[src/rtl/xalu_pkg.sv]
// Shared types for the sequential slice ALU: op codes, FSM states, op legality.
// Define XALU_SUB_EN to make op 8 (SUB) legal; otherwise it reports err.
package xalu_pkg;

  typedef enum logic [3:0] {
    OP_ADD   = 4'd0,
    OP_AND   = 4'd1,
    OP_OR    = 4'd2,
    OP_XOR   = 4'd3,
    OP_PASSA = 4'd4,
    OP_PASSB = 4'd5,
    OP_SHR   = 4'd6,
    OP_SHL   = 4'd7,
    OP_SUB   = 4'd8
  } op_e;

  typedef enum logic [1:0] {
    ST_IDLE,
    ST_RUN,
    ST_DONE
  } state_e;

  function automatic logic is_legal_op(input logic [3:0] op);
`ifdef XALU_SUB_EN
    return op <= OP_SUB;
`else
    return op <= OP_SHL;
`endif
  endfunction

endpackage

[src/rtl/xalu_if.sv]
// Request/response bundle between an operand source (master) and xalu_seq (slave).
interface xalu_if #(
  parameter int WIDTH = 16
);
  logic             start;
  logic [3:0]       op;
  logic [WIDTH-1:0] a;
  logic [WIDTH-1:0] b;
  logic             ci;
  logic             com;
  logic             busy;
  logic             done;
  logic [WIDTH-1:0] result;
  logic             co;
  logic             equ;
  logic             zero;
  logic             neg_zero;
  logic             err;

  modport master (
    output start, op, a, b, ci, com,
    input  busy, done, result, co, equ, zero, neg_zero, err
  );

  modport slave (
    input  start, op, a, b, ci, com,
    output busy, done, result, co, equ, zero, neg_zero, err
  );
endinterface

[src/rtl/xalu_slice.sv]
// Combinational SLICE-bit ALU datapath; shift-in bits come from neighbouring slices.
// SUB is only built when XALU_SUB_EN is defined.
module xalu_slice
  import xalu_pkg::*;
#(
  parameter int SLICE = 4
) (
  input  logic [3:0]       i_op,
  input  logic [SLICE-1:0] i_a,
  input  logic [SLICE-1:0] i_b,
  input  logic             i_cin,
  input  logic             i_shl_in,
  input  logic             i_shr_in,
  input  logic             i_com,
  output logic [SLICE-1:0] o_res,
  output logic             o_cout
);

  logic [SLICE:0]   w_sum;
  logic [SLICE:0]   w_shl;
  logic [SLICE:0]   w_shr;
  logic [SLICE-1:0] w_raw;

  assign w_shl = {i_a, i_shl_in};
  assign w_shr = {i_shr_in, i_a};

  // NOTE: every variable gets a default before the case so no path leaves it unassigned (no latch).
  always_comb begin
    w_sum  = '0;
    w_raw  = '0;
    o_cout = 1'b0;
    case (i_op)
      OP_ADD: begin
        w_sum  = {1'b0, i_a} + {1'b0, i_b} + (SLICE+1)'(i_cin);
        w_raw  = w_sum[SLICE-1:0];
        o_cout = w_sum[SLICE];
      end
`ifdef XALU_SUB_EN
      OP_SUB: begin
        w_sum  = {1'b0, i_a} + {1'b0, ~i_b} + (SLICE+1)'(i_cin);
        w_raw  = w_sum[SLICE-1:0];
        o_cout = w_sum[SLICE];
      end
`endif
      OP_AND:   w_raw = i_a & i_b;
      OP_OR:    w_raw = i_a | i_b;
      OP_XOR:   w_raw = i_a ^ i_b;
      OP_PASSA: w_raw = i_a;
      OP_PASSB: w_raw = i_b;
      OP_SHL:   w_raw = w_shl[SLICE-1:0];
      OP_SHR:   w_raw = w_shr[SLICE:1];
      default:  w_raw = '0;
    endcase
  end

  assign o_res = i_com ? ~w_raw : w_raw;

endmodule

[src/rtl/xalu_seq.sv]
// Multi-cycle ALU: runs xalu_slice once per cycle over WIDTH/SLICE chunks, LSB first.
// Define XALU_SUB_EN to enable op 8 (SUB).
module xalu_seq
  import xalu_pkg::*;
#(
  parameter int WIDTH = 16,
  parameter int SLICE = 4
) (
  input  logic  clk,
  input  logic  rst_n,
  xalu_if.slave bus
);

  localparam int NSLICE = WIDTH / SLICE;
  localparam int IDXW   = (NSLICE > 1) ? $clog2(NSLICE) : 1;
  localparam int LSBW   = $clog2(WIDTH + 1);

  state_e r_state, w_state_next;

  logic [WIDTH-1:0] r_a, r_b, r_result;
  logic [3:0]       r_op;
  logic             r_ci, r_com, r_carry;
  logic [IDXW-1:0]  r_idx;
  logic             r_co, r_equ, r_zero, r_neg_zero, r_err;

  logic             w_accept, w_legal, w_last;
  logic [LSBW-1:0]  w_lsb;
  logic [WIDTH:0]   w_a_lo, w_a_hi;
  logic [SLICE-1:0] w_slice_res;
  logic             w_slice_cout, w_co_final;
  logic [WIDTH-1:0] w_res_next;

  assign w_accept = bus.start && (r_state != ST_RUN);
  assign w_legal  = is_legal_op(bus.op);
  assign w_last   = (r_idx == IDXW'(NSLICE - 1));
  assign w_lsb    = LSBW'(r_idx) * LSBW'(SLICE);

  // Shift-in bits: neighbours of the current chunk, with ci entering at either end.
  assign w_a_lo = {r_a, r_ci};
  assign w_a_hi = {r_ci, r_a};

  xalu_slice #(.SLICE(SLICE)) u_slice (
    .i_op     (r_op),
    .i_a      (SLICE'(r_a >> w_lsb)),
    .i_b      (SLICE'(r_b >> w_lsb)),
    .i_cin    (r_carry),
    .i_shl_in (w_a_lo[w_lsb]),
    .i_shr_in (w_a_hi[w_lsb + LSBW'(SLICE)]),
    .i_com    (r_com),
    .o_res    (w_slice_res),
    .o_cout   (w_slice_cout)
  );

  assign w_res_next = (r_result & ~(WIDTH'({SLICE{1'b1}}) << w_lsb))
                    | (WIDTH'(w_slice_res) << w_lsb);

  always_comb begin
    w_co_final = 1'b0;
    case (r_op)
      OP_ADD:  w_co_final = w_slice_cout;
`ifdef XALU_SUB_EN
      OP_SUB:  w_co_final = w_slice_cout;
`endif
      OP_SHL:  w_co_final = r_a[WIDTH-1];
      OP_SHR:  w_co_final = r_a[0];
      default: w_co_final = 1'b0;
    endcase
  end

  // NOTE: sequential state uses non-blocking assignments so every flop samples pre-edge values.
  always_ff @(posedge clk or negedge rst_n) begin
    if (!rst_n) r_state <= ST_IDLE;
    else        r_state <= w_state_next;
  end

  always_comb begin
    w_state_next = r_state;
    case (r_state)
      ST_IDLE, ST_DONE: begin
        if (bus.start)                w_state_next = w_legal ? ST_RUN : ST_DONE;
        else if (r_state == ST_DONE)  w_state_next = ST_IDLE;
      end
      ST_RUN:  if (w_last) w_state_next = ST_DONE;
      default: w_state_next = ST_IDLE;
    endcase
  end

  // NOTE: captured operands are reset too; they are few flops and keep the state fully defined after reset.
  always_ff @(posedge clk or negedge rst_n) begin
    if (!rst_n) begin
      r_a        <= '0;
      r_b        <= '0;
      r_op       <= '0;
      r_ci       <= 1'b0;
      r_com      <= 1'b0;
      r_carry    <= 1'b0;
      r_idx      <= '0;
      r_result   <= '0;
      r_co       <= 1'b0;
      r_equ      <= 1'b0;
      r_zero     <= 1'b0;
      r_neg_zero <= 1'b0;
      r_err      <= 1'b0;
    end else if (w_accept) begin
      r_a   <= bus.a;
      r_b   <= bus.b;
      r_op  <= bus.op;
      r_ci  <= bus.ci;
      r_com <= bus.com;
      r_idx <= '0;
      r_err <= 1'b0;
`ifdef XALU_SUB_EN
      r_carry <= (bus.op == OP_SUB) ? 1'b1 : bus.ci;
`else
      r_carry <= bus.ci;
`endif
      if (!w_legal) begin
        r_result   <= '0;
        r_co       <= 1'b0;
        r_err      <= 1'b1;
        r_equ      <= (bus.a == bus.b);
        r_zero     <= 1'b1;
        r_neg_zero <= 1'b0;
      end
    end else if (r_state == ST_RUN) begin
      r_result <= w_res_next;
      r_carry  <= w_slice_cout;
      r_idx    <= r_idx + IDXW'(1);
      if (w_last) begin
        r_co       <= w_co_final;
        r_equ      <= (r_a == r_b);
        r_zero     <= (w_res_next == '0);
        r_neg_zero <= &w_res_next;
      end
    end
  end

  assign bus.busy     = (r_state == ST_RUN);
  assign bus.done     = (r_state == ST_DONE);
  assign bus.result   = r_result;
  assign bus.co       = r_co;
  assign bus.equ      = r_equ;
  assign bus.zero     = r_zero;
  assign bus.neg_zero = r_neg_zero;
  assign bus.err      = r_err;

endmodule

[src/flat_wrapper.sv]
// flat-port wrapper written by rule: the top's interface ports become plain ports
module xalu_seq_flat import xalu_pkg::*;
#(
  parameter int WIDTH = 16,
  parameter int SLICE = 4
)
  (clk, rst_n, bus_start, bus_op, bus_a, bus_b, bus_ci, bus_com, bus_busy, bus_done, bus_result, bus_co, bus_equ, bus_zero, bus_neg_zero, bus_err);
  xalu_if #(.WIDTH(WIDTH)) bus_i ();
  input  logic clk;
  input  logic rst_n;
  input wire logic [$bits(bus_i.start)-1:0] bus_start;
  input wire logic [$bits(bus_i.op)-1:0] bus_op;
  input wire logic [$bits(bus_i.a)-1:0] bus_a;
  input wire logic [$bits(bus_i.b)-1:0] bus_b;
  input wire logic [$bits(bus_i.ci)-1:0] bus_ci;
  input wire logic [$bits(bus_i.com)-1:0] bus_com;
  output wire logic [$bits(bus_i.busy)-1:0] bus_busy;
  output wire logic [$bits(bus_i.done)-1:0] bus_done;
  output wire logic [$bits(bus_i.result)-1:0] bus_result;
  output wire logic [$bits(bus_i.co)-1:0] bus_co;
  output wire logic [$bits(bus_i.equ)-1:0] bus_equ;
  output wire logic [$bits(bus_i.zero)-1:0] bus_zero;
  output wire logic [$bits(bus_i.neg_zero)-1:0] bus_neg_zero;
  output wire logic [$bits(bus_i.err)-1:0] bus_err;
  assign bus_i.start = bus_start;
  assign bus_i.op = bus_op;
  assign bus_i.a = bus_a;
  assign bus_i.b = bus_b;
  assign bus_i.ci = bus_ci;
  assign bus_i.com = bus_com;
  assign bus_busy = bus_i.busy;
  assign bus_done = bus_i.done;
  assign bus_result = bus_i.result;
  assign bus_co = bus_i.co;
  assign bus_equ = bus_i.equ;
  assign bus_zero = bus_i.zero;
  assign bus_neg_zero = bus_i.neg_zero;
  assign bus_err = bus_i.err;
  xalu_seq #(.WIDTH(WIDTH), .SLICE(SLICE)) u_core (.clk(clk), .rst_n(rst_n), .bus(bus_i));
endmodule
[config.mk]
export PLATFORM = sky130hd
export DESIGN_NAME = xalu_seq_flat
export DESIGN_NICKNAME = d
export VERILOG_FILES = /design/src/rtl/xalu_pkg.sv /design/src/rtl/xalu_if.sv /design/src/rtl/xalu_slice.sv /design/src/rtl/xalu_seq.sv /design/src/flat_wrapper.sv
export SDC_FILE = /design/constraint.sdc
export NUM_CORES = 1
export LEC_CHECK = 0
export CAP_MARGIN = 20
export CORE_MARGIN = 2
export CORE_UTILIZATION = 40
export DETAILED_ROUTE_END_ITERATION = 10
export GPL_ROUTABILITY_DRIVEN = 1
export GPL_TIMING_DRIVEN = 0
export PLACE_DENSITY_LB_ADDON = 0.15
export SLEW_MARGIN = 30
export SYNTH_ARGS = -nofsm -noshare
export SYNTH_HDL_FRONTEND = slang
export SYNTH_HIERARCHICAL = 1
export SYNTH_SLANG_ARGS = --single-unit
[constraint.sdc]
create_clock -name clk -period 5.74 [get_ports clk]
set_clock_uncertainty 0.1 [all_clocks]
set_input_delay 0.574 -clock clk [delete_from_list [all_inputs] [get_ports clk]]
set_output_delay 0.574 -clock clk [all_outputs]
set_load 0.01 [all_outputs]
* After elaboration in Yosys (flattened, before gate mapping)
Cells that the tools add are included.
** Word-level totals
- Output and inout port bits :: 23
- Word-level logic and storage cells :: 95
- Bits in registers :: 64
- Bits of input ports :: 41
** Operators by class
- Muxes and demuxes :: 36
- Add/sub/neg operators :: 4
- Bitwise operators :: 7
- Equal/unequal tests :: 16
- Magnitude comparators :: 3
- Shift-type cells :: 4
- Reduce and logical (&&, ||, !) cells :: 11
** Operator list (number)
- $mux W16 :: 3
- $eq A16 B16 Y1 :: 2
- $pmux W4 S8 :: 1
- $shr A16 B4 Y4 :: 2
- $mux W1 :: 21
- $and A16 B16 Y16 :: 1
- $eq A4 B3 Y1 const B :: 4
- $logic_not A16 Y1 :: 1
- $not A16 Y16 :: 1
- $or A16 B16 Y16 :: 1
- $reduce_and A16 Y1 :: 1
- $shl A4 B4 Y16 :: 1
- $shl A4 B4 Y16 const A :: 1
- $mux W2 :: 6
- $eq A4 B2 Y1 const B :: 2
- $lt A4 B6 Y1 const B :: 1
- $lt A5 B6 Y1 const B :: 1
- $add A4 B3 Y5 const B :: 1
- $add A4 B4 Y5 :: 1
- $add A5 B1 Y5 :: 1
- $bmux W1 S5 :: 1
- $and A4 B4 Y4 :: 1
- $eq A2 B2 Y1 const B :: 2
- $eq A4 B1 Y1 const B :: 1
- other kinds (20) :: 23

* Logic depth before layout (Yosys ltp)
Gate-level depths: netlist (run 1).
- Depth after elaboration :: 12
- Depth in mapped cells :: 14
- Depth with buffers taken out :: 13

* Modules after synthesis
Netlist (run 1), hierarchy kept.
** Modules (own cells, without submodules)
- xalu_seq :: cells each 275, area an instance 3349.5 um2, times used 1, sequential area each 1601.5 um2
- xalu_slice :: cells each 72, area an instance 583.1 um2, times used 1, sequential area each 0.0 um2

* Least setup slack after synthesis (run 1)
Ideal clock, no wire load.
- Path kind :: register to register
- Start :: register u_core.r_idx[0]
- End :: register u_core.r_neg_zero (netlist: u_core/bus.neg_zero)
- Buffers on the path :: 2
- Clock period less this slack :: 4276 ps
- Path slack :: 1464 ps
- Arrival :: 4099 ps
- Cell stages (with the launch flop) :: 15
- Required time :: 5564 ps
- Setup time :: 76 ps
- Path through :: dfrtp_1 buf_6 buf_2 mux4_2 fa_1 fa_1 xnor2_1 nor4_1 a21oi_1 a21oi_1 xor2_1 a22oi_1 or4_1 or4_1 o21ai_1
** Between the ends
- Cells in the longest elaborated chain, start to end :: 12
- Elaborated cells on any way between the ends :: 27
- Those cells by class :: add/sub: 3; eq/ne: 1; shift: 4; mux: 9; bitwise: 7; reduce/logical: 3
** RTL lines
- from (decl) :: line xalu_seq.sv:23 : logic [IDXW-1:0] r_idx;
- from (signal assigned) :: line xalu_seq.sv:128 : r_idx <= r_idx + IDXW'(1);
- $shr A16 B4 Y4, on equally long branches :: line xalu_seq.sv:44, xalu_seq.sv:45
- $add A4 B4 Y5 :: line xalu_slice.sv:34 : w_sum = {1'b0, i_a} + {1'b0, i_b} + (SLICE+1)'(i_cin);
- $add A5 B1 Y5 :: line xalu_slice.sv:34
- $pmux W4 S8 * :: line xalu_slice.sv:32 : case (i_op)
- $not A4 Y4 :: line xalu_slice.sv:56 : assign o_res = i_com ? ~w_raw : w_raw;
- $mux W4 * :: line xalu_slice.sv:56
- named net u_core.w_slice_res[2] :: line xalu_seq.sv:29 : logic [SLICE-1:0] w_slice_res;
- $shl A4 B4 Y16 * :: line xalu_seq.sv:55 : | (WIDTH'(w_slice_res) << w_lsb);
- $or A16 B16 Y16 * :: line xalu_seq.sv:55
- $reduce_and A16 Y1 * :: line xalu_seq.sv:133 : r_neg_zero <= &w_res_next;
- $mux W1 * :: line xalu_seq.sv:129 : if (w_last) begin
- $mux W1 * :: line xalu_seq.sv:125 : end else if (r_state == ST_RUN) begin
- $mux W1 * :: line xalu_seq.sv:104 : end else if (w_accept) begin
- to (signal assigned) :: line xalu_seq.sv:133
- to (decl) :: line xalu_seq.sv:24 : logic r_co, r_equ, r_zero, r_neg_zero, r_err;
The timed path passes the listed nets; every way through them passes the cells marked *. The select of a mux whose other input is x is not followed.
A chain may end at the register's enable or synchronous reset.

* Final worst setup path (run 1)
Ends and elaborated chain as after synthesis.

==> out/results.ini, run 1 <==
[drt]
num_vias=2999
drtAntennaViolNets=0
wl_per_cell_um=18.2
first_pass_iters=4
drc_errors=0
drt-total-wl_um=10200
vias_per_cell=5.36
drtIter0Drc=157

[setup_path]
worst_ep_arrival_time_ps=5220
startpoint_type=flip-flop
cpLargestDelayFamily=simple AND/OR/NAND/NOR gates
path_class=reg -> reg
path_buf_inv=2
crit_slowest_cell=mux4_2
cpPeakStageDelay_ps=630
cp_max_fo=10
critPathCaptureType=flip-flop
critPathRequiredTime_ps=5910
cp_cell_sequence=buf_6 > buf_2 > mux4_2 > fa_1 > fa_1 > xnor2_1 > nor4_1 > a21oi_1 > a21oi_1 > xor2_1 > a22oi_1 > or4_1 > or4_1 > o21ai_1

[floorplanning]
die_h_um=103
die_x_um=103
ios=64
core-area_um2=9640
die_area_um2=10600
start_util_pct=40.8
row_count=36

[synth]
synth_area_um2=3930
synthCells=347
async_reset_ff_share_pct=100
synth.distinct_cells=53
synth-seq-area-share_pct=40.7
synth_edf_count=0
synth-seq-cells=64
synth_warnings=6
synth_ff_type=dfrtp_1
synth_fp_nets=402
avgSynthCellArea_um2=11.3

[pwr]
power.density_nw_per_um2=630
leakagePower_uw=0.00205
ir_drop_uv=219

[timing]
rsz0062_at_grt=no
setup_ws_ps=688
slew_violations=0
fin_crit_sh_pct=88.0
max_freq_mhz=198
finalHoldViolCount=0
setup_viol=0
relSlewSlack_pct=57.6
worst_pin_slew_ps=636
min_period_ps=5050
setup_tns_ps=0

[cells_and_area]
drive_gt1_share_pct=19.0
final_common_cell=dfrtp_1
multiInputGateArea_um2=2170
seqCellArea_um2=1600
layout_common_cells=dfrtp_1 (64), clkdlybuf4s50_1 (61), mux2_2 (39)
diodes=0
fin_nets=476
nFillCells=924
syn_to_final_growth_pct=26.1

[cts]
insertion_delay_ps=340
postCtsResizedCells=0
cts.sinks=64
path_clk_slew_ps=70
root_buffer=clkbuf_8
cts_tree=yes
htreeDepth=3
cts_buffers=9
cts_hold_buf=0
postCtsSetupBuffers=0
clock_path_buffers=2

[job]
maxCapViolCount=0

[global_routing]
grt_max_degree=36
grt_pass1_wl_um=16200
antenna_found_initial=0
grt_pass1_vias=2966
overflow=0
grtUsageTotal_pct=20.5

[run_status]
status=complete, no violations

[place]
gp_congestion=0.842
dp_slack_ps=811
dp_hpwl_um=7720
io_buffers=62

[hold_path]
hp-class=in -> async

state kept, by name, indices dropped and copies added, names as in the netlist, 2 cells and up:
name / cells
u_core/r_b: 16
u_core/r_op: 4
u_core/bus.result: 16
u_core/r_idx: 2
u_core/r_state: 2
u_core/r_a: 16
cells by family (layout without fill, tap and decap cells):
| group | after synthesis | after routing | synth area share (%) |
|---|---|---|---|
| XOR/XNOR | 38 | 38 | 8.46 |
| multiplexers | 56 | 56 | 19.5 |
| flip-flops | 64 | 64 | 40.7 |
| AO/OA/AOI/OAI | 65 | 65 | 11.4 |
| adder cells (fa/ha/maj) | 14 | 14 | 4.84 |
| AND/OR/NAND/NOR | 78 | 78 | 11.1 |
| buffers and inverters | 32 | 111 | 3.98 |
layer usage:
| metal | GRT usage (%) | up-vias | share of wire [%] |
|---|---|---|---|
| li1 | - | 1423 | - |
| met3 | 3.93 | 10 | 4.0 |
| met2 | 32.1 | 82 | 47 |
| met4 | 6.07 | 0 | 1.4 |
| met5 | 0 | - | 0 |
| met1 | 29.1 | 1484 | 48 |
through the flow:
stage / instance area, um^2 / hold slack (ps) / total power [uW] / utilization, % / cells
detailed placement: 4740 / 364 / 2670 / 49.1 / 543
finish: 4960 / 62.0 / 3120 / 51.4 / 559
CTS: 4960 / 65.0 / 3120 / 51.4 / 559
global route: 4960 / 79.4 / 3350 / 51.4 / 559
global placement: 4720 / 360 / 2620 / 49.0 / 542
floorplan: 3930 / 178 / 2120 / - / 347
cells in the mapped netlist (all sizes together) (5+ instances only):
master  number  share of area [%]
buf         10                1.9
dfrtp       64                 41
nand2b       5               0.80
nor4         7                1.3
a21oi       10                1.3
nand4        7                1.1
mux2i        5                1.3
mux4        12                7.1
a22o         9                2.0
nand2       30                2.9
o21ai       20                2.5
nor3         5               0.64
xnor2        9                2.0
inv         16                1.5
xor2        29                6.5
clkbuf       6               0.57
ha          12                3.8
mux2        39                 11
a22oi        7                1.3
nor2         5               0.67
path summary, 6_finish.rpt:
check / endpoint / cells past startpoint / slack [ps] / start
min in group clk: u_core/bus.err / 2 / 370 / u_core/bus.err
hold / removal: u_core/r_a[15] / 1 / 60 / rst_n
hold reg to reg: u_core/bus.err / 2 / 370 / u_core/bus.err
setup reg to reg: u_core/bus.neg_zero / 14 / 690 / u_core/r_idx[0]
setup / recovery: u_core/bus.neg_zero / 14 / 690 / u_core/r_idx[0]
max in group asynchronous: u_core/bus.zero / 2 / 4960 / rst_n
power breakdown:
part,switching [uW],internal [uW],total (uW)
logic,947,867,1810
registers,219,650,869
clock network,183,256,439
layout make-up:
type | instances | share of cell area [%]
multi-input combinational | 251 | 43.9
sequential | 64 | 32.3
timing repair buffer | 63 | 12.9
tap | 133 | 3.36
clock buffer | 11 | 2.85
buffer | 16 | 1.94
clock inverter | 5 | 1.61
inverter | 16 | 1.21
No activity file was read; power rests on OpenSTA's default activity.
==> run 2, diff against run 1 <==
--- a/config.mk
+++ b/config.mk
@@ -12,6 +12,7 @@
 export GPL_ROUTABILITY_DRIVEN = 1
 export GPL_TIMING_DRIVEN = 0
 export PLACE_DENSITY_LB_ADDON = 0.15
+export SKIP_CTS_REPAIR_TIMING = 1
 export SLEW_MARGIN = 30
 export SYNTH_ARGS = -nofsm -noshare
 export SYNTH_HDL_FRONTEND = slang
==> results of run 2 <==
No change in the layout: final DEF, timing and power equal those of run 1.
==> run 3, diff against run 2 <==
--- a/config.mk
+++ b/config.mk
@@ -6,10 +6,12 @@
 export NUM_CORES = 1
 export LEC_CHECK = 0
 export CAP_MARGIN = 20
+export CELL_PAD_IN_SITES_DETAIL_PLACEMENT = 1
+export CELL_PAD_IN_SITES_GLOBAL_PLACEMENT = 1
 export CORE_MARGIN = 2
 export CORE_UTILIZATION = 40
 export DETAILED_ROUTE_END_ITERATION = 10
-export GPL_ROUTABILITY_DRIVEN = 1
+export GPL_ROUTABILITY_DRIVEN = 0
 export GPL_TIMING_DRIVEN = 0
 export PLACE_DENSITY_LB_ADDON = 0.15
 export SKIP_CTS_REPAIR_TIMING = 1
==> run 3 against run 2 <==
Against the previous run:
- sequential cell count unchanged
- design area decreased by 0.33%
- core utilization decreased by 0.17 points
- first-iteration DRC count decreased by 1.9%
- clock-buffer cell count unchanged
- non-clock buffer count unchanged
==> out/results.ini, run 3 (synthesized netlist as in run 1, its figures left out) <==
[setup_path]
worstSetupStartpoint=u_core/r_idx[1]
cp_max_fo=10  ; unchanged
crit_slowest_cell=clkbuf_1
path_class=reg -> reg
critPathRequiredTime_ps=5900  ; about the same
startpoint_type=flip-flop
critPathCaptureType=flip-flop
cpPeakStageDelay_ps=530  ; -100 ps
worst_ep_arrival_time_ps=5180  ; -40 ps
cp_cell_sequence=buf_6 > clkbuf_1 > mux4_2 > fa_1 > fa_1 > xnor2_1 > nor4_1 > a21oi_1 > a21oi_1 > xor2_1 > a22oi_1 > or4_1 > or4_1 > o21ai_1
reg2reg_from=u_core/r_idx[1]

[timing]
setup_tns_ps=0  ; unchanged
whs_ps=30.6  ; -31.3 ps
slew_violations=0  ; unchanged
rsz0062_at_grt=no
max_freq_mhz=199  ; +0.70%
fin_crit_sh_pct=87.4  ; -0.62 points
min_period_ps=5020  ; -35.4 ps
finalHoldViolCount=0  ; unchanged
relSlewSlack_pct=55.2  ; -2.4 points
worst_pin_slew_ps=672  ; +36.3 ps
setup_viol=0  ; unchanged

[place]
io_buffers=62  ; unchanged
dp_hpwl_um=8230  ; +6.6%
place_inst=543  ; unchanged

[floorplanning]
die_h_um=103  ; unchanged
die_x_um=103  ; unchanged
start_util_pct=40.8  ; unchanged
row_count=36  ; unchanged
core-area_um2=9640  ; unchanged
ios=64  ; unchanged
die_area_um2=10600  ; unchanged

[run_status]
status=complete, no violations

[pwr]
combinationalPowerShare_pct=59.1  ; +1.0 points
swShare_pct=44.1  ; +0.84 points
p_sw_uw=1360  ; +1.1%
power.density_nw_per_um2=626  ; -0.54%
ir_drop_uv=196  ; -11%
p_int_uw=1730  ; -2.3%
leakagePower_uw=0.00204  ; -0.15%
seq_power_share_pct=28.0  ; +0.2 points
power.share.clock_pct=12.9  ; -1.2 points

[global_routing]
overflow=0  ; unchanged
grtUsageTotal_pct=21.6  ; +1.1 points
grt_pass1_vias=3176  ; +7.1%
grt_max_degree=45  ; +25%
grt_pass1_wl_um=17400  ; +7.5%
antenna_found_initial=0  ; unchanged

[drt]
drt-total-wl_um=10800  ; +5.4%
drtAntennaViolNets=0  ; unchanged
num_vias=3058  ; +2.0%
wl_per_cell_um=19.2  ; +5.4%
drc_errors=0  ; unchanged
vias_per_cell=5.47  ; +2.0%
drtIter0Drc=154  ; -1.9%
first_pass_iters=4  ; unchanged

[cts]
cts.sinks=64  ; unchanged
root_buffer=clkbuf_8
htreeDepth=3  ; unchanged
clock_path_buffers=2  ; unchanged
insertion_delay_ps=330  ; about the same
path_clk_slew_ps=80  ; about the same
cts_buffers=9  ; unchanged
cts_tree=yes

[cells_and_area]
diodes=0  ; unchanged
drive_gt1_share_pct=19.0  ; unchanged
fin_nets=476  ; unchanged
seqCellArea_um2=1600  ; unchanged
syn_to_final_growth_pct=25.7
final_cells=559  ; unchanged
multiInputGateArea_um2=2170  ; unchanged
layout_common_cells=dfrtp_1 (64), clkdlybuf4s50_1 (61), mux2_2 (39)
final_common_cell=dfrtp_1
nFillCells=1071  ; +16%

[job]
maxCapViolCount=0  ; unchanged

[hold_path]
hp-class=in -> async

run 3: area by class of cell:
class / count / area share (%)
clock buffer: 11 / 2.86
multi-input combinational: 251 / 44.0
buffer: 16 / 1.95
timing repair buffer: 63 / 13.1
tap: 133 / 3.37
inverter: 16 / 1.22
sequential: 64 / 32.4
clock inverter: 5 / 1.14
run 3: power by group through the flow:
stage	Clock [uW]	Combinational, uW	Sequential, uW
floorplan	0	1290	830
global placement	0	1770	870
detailed placement	0	1820	881
CTS	408	1830	871
global route	428	2010	906
finish	399	1830	868
run 3: final timing paths:
kind | to | slack, ps | cells after the start
min reg2reg | u_core/bus.err | 380 | 2
max reg2reg | u_core/bus.neg_zero | 720 | 14
min | u_core/r_a[0] | 30 | 1
max | u_core/bus.neg_zero | 720 | 14
max in group asynchronous | u_core/bus.equ | 4990 | 2
min in group clk | u_core/bus.err | 380 | 2
run 3: metrics by stage:
step | power (uW) | util, % | setup slack [ps] | cell area [um^2]
3_3_place_gp | 2640 | 49.0 | 848 | 4720
6_report | 3100 | 51.3 | 723 | 4940
4_1_cts | 3110 | 51.3 | 770 | 4940
2_1_floorplan | 2120 | - | 1460 | 3930
5_1_grt | 3350 | 51.3 | 410 | 4940
3_5_place_dp | 2700 | 49.2 | 773 | 4740
run 3: metal layers:
layer	part of all wire, %	track usage (%)	vias up	routed length [um]
li1	-	-	1427	-
met1	47	29.6	1561	5060
met2	49	36.6	64	5260
met3	3.3	3.19	6	352
met4	0.65	4.15	0	70
met5	0	0	-	0
run 3: critical path: cells and delay by family, from the launching register on:
family | cells | cell delay (ps)
xor+xnor | 2 | 550
buf+inv | 2 | 700
flops | 1 | 400
fa+ha+maj | 2 | 920
mux | 1 | 480
simple gates | 3 | 1150
compound gates | 4 | 650
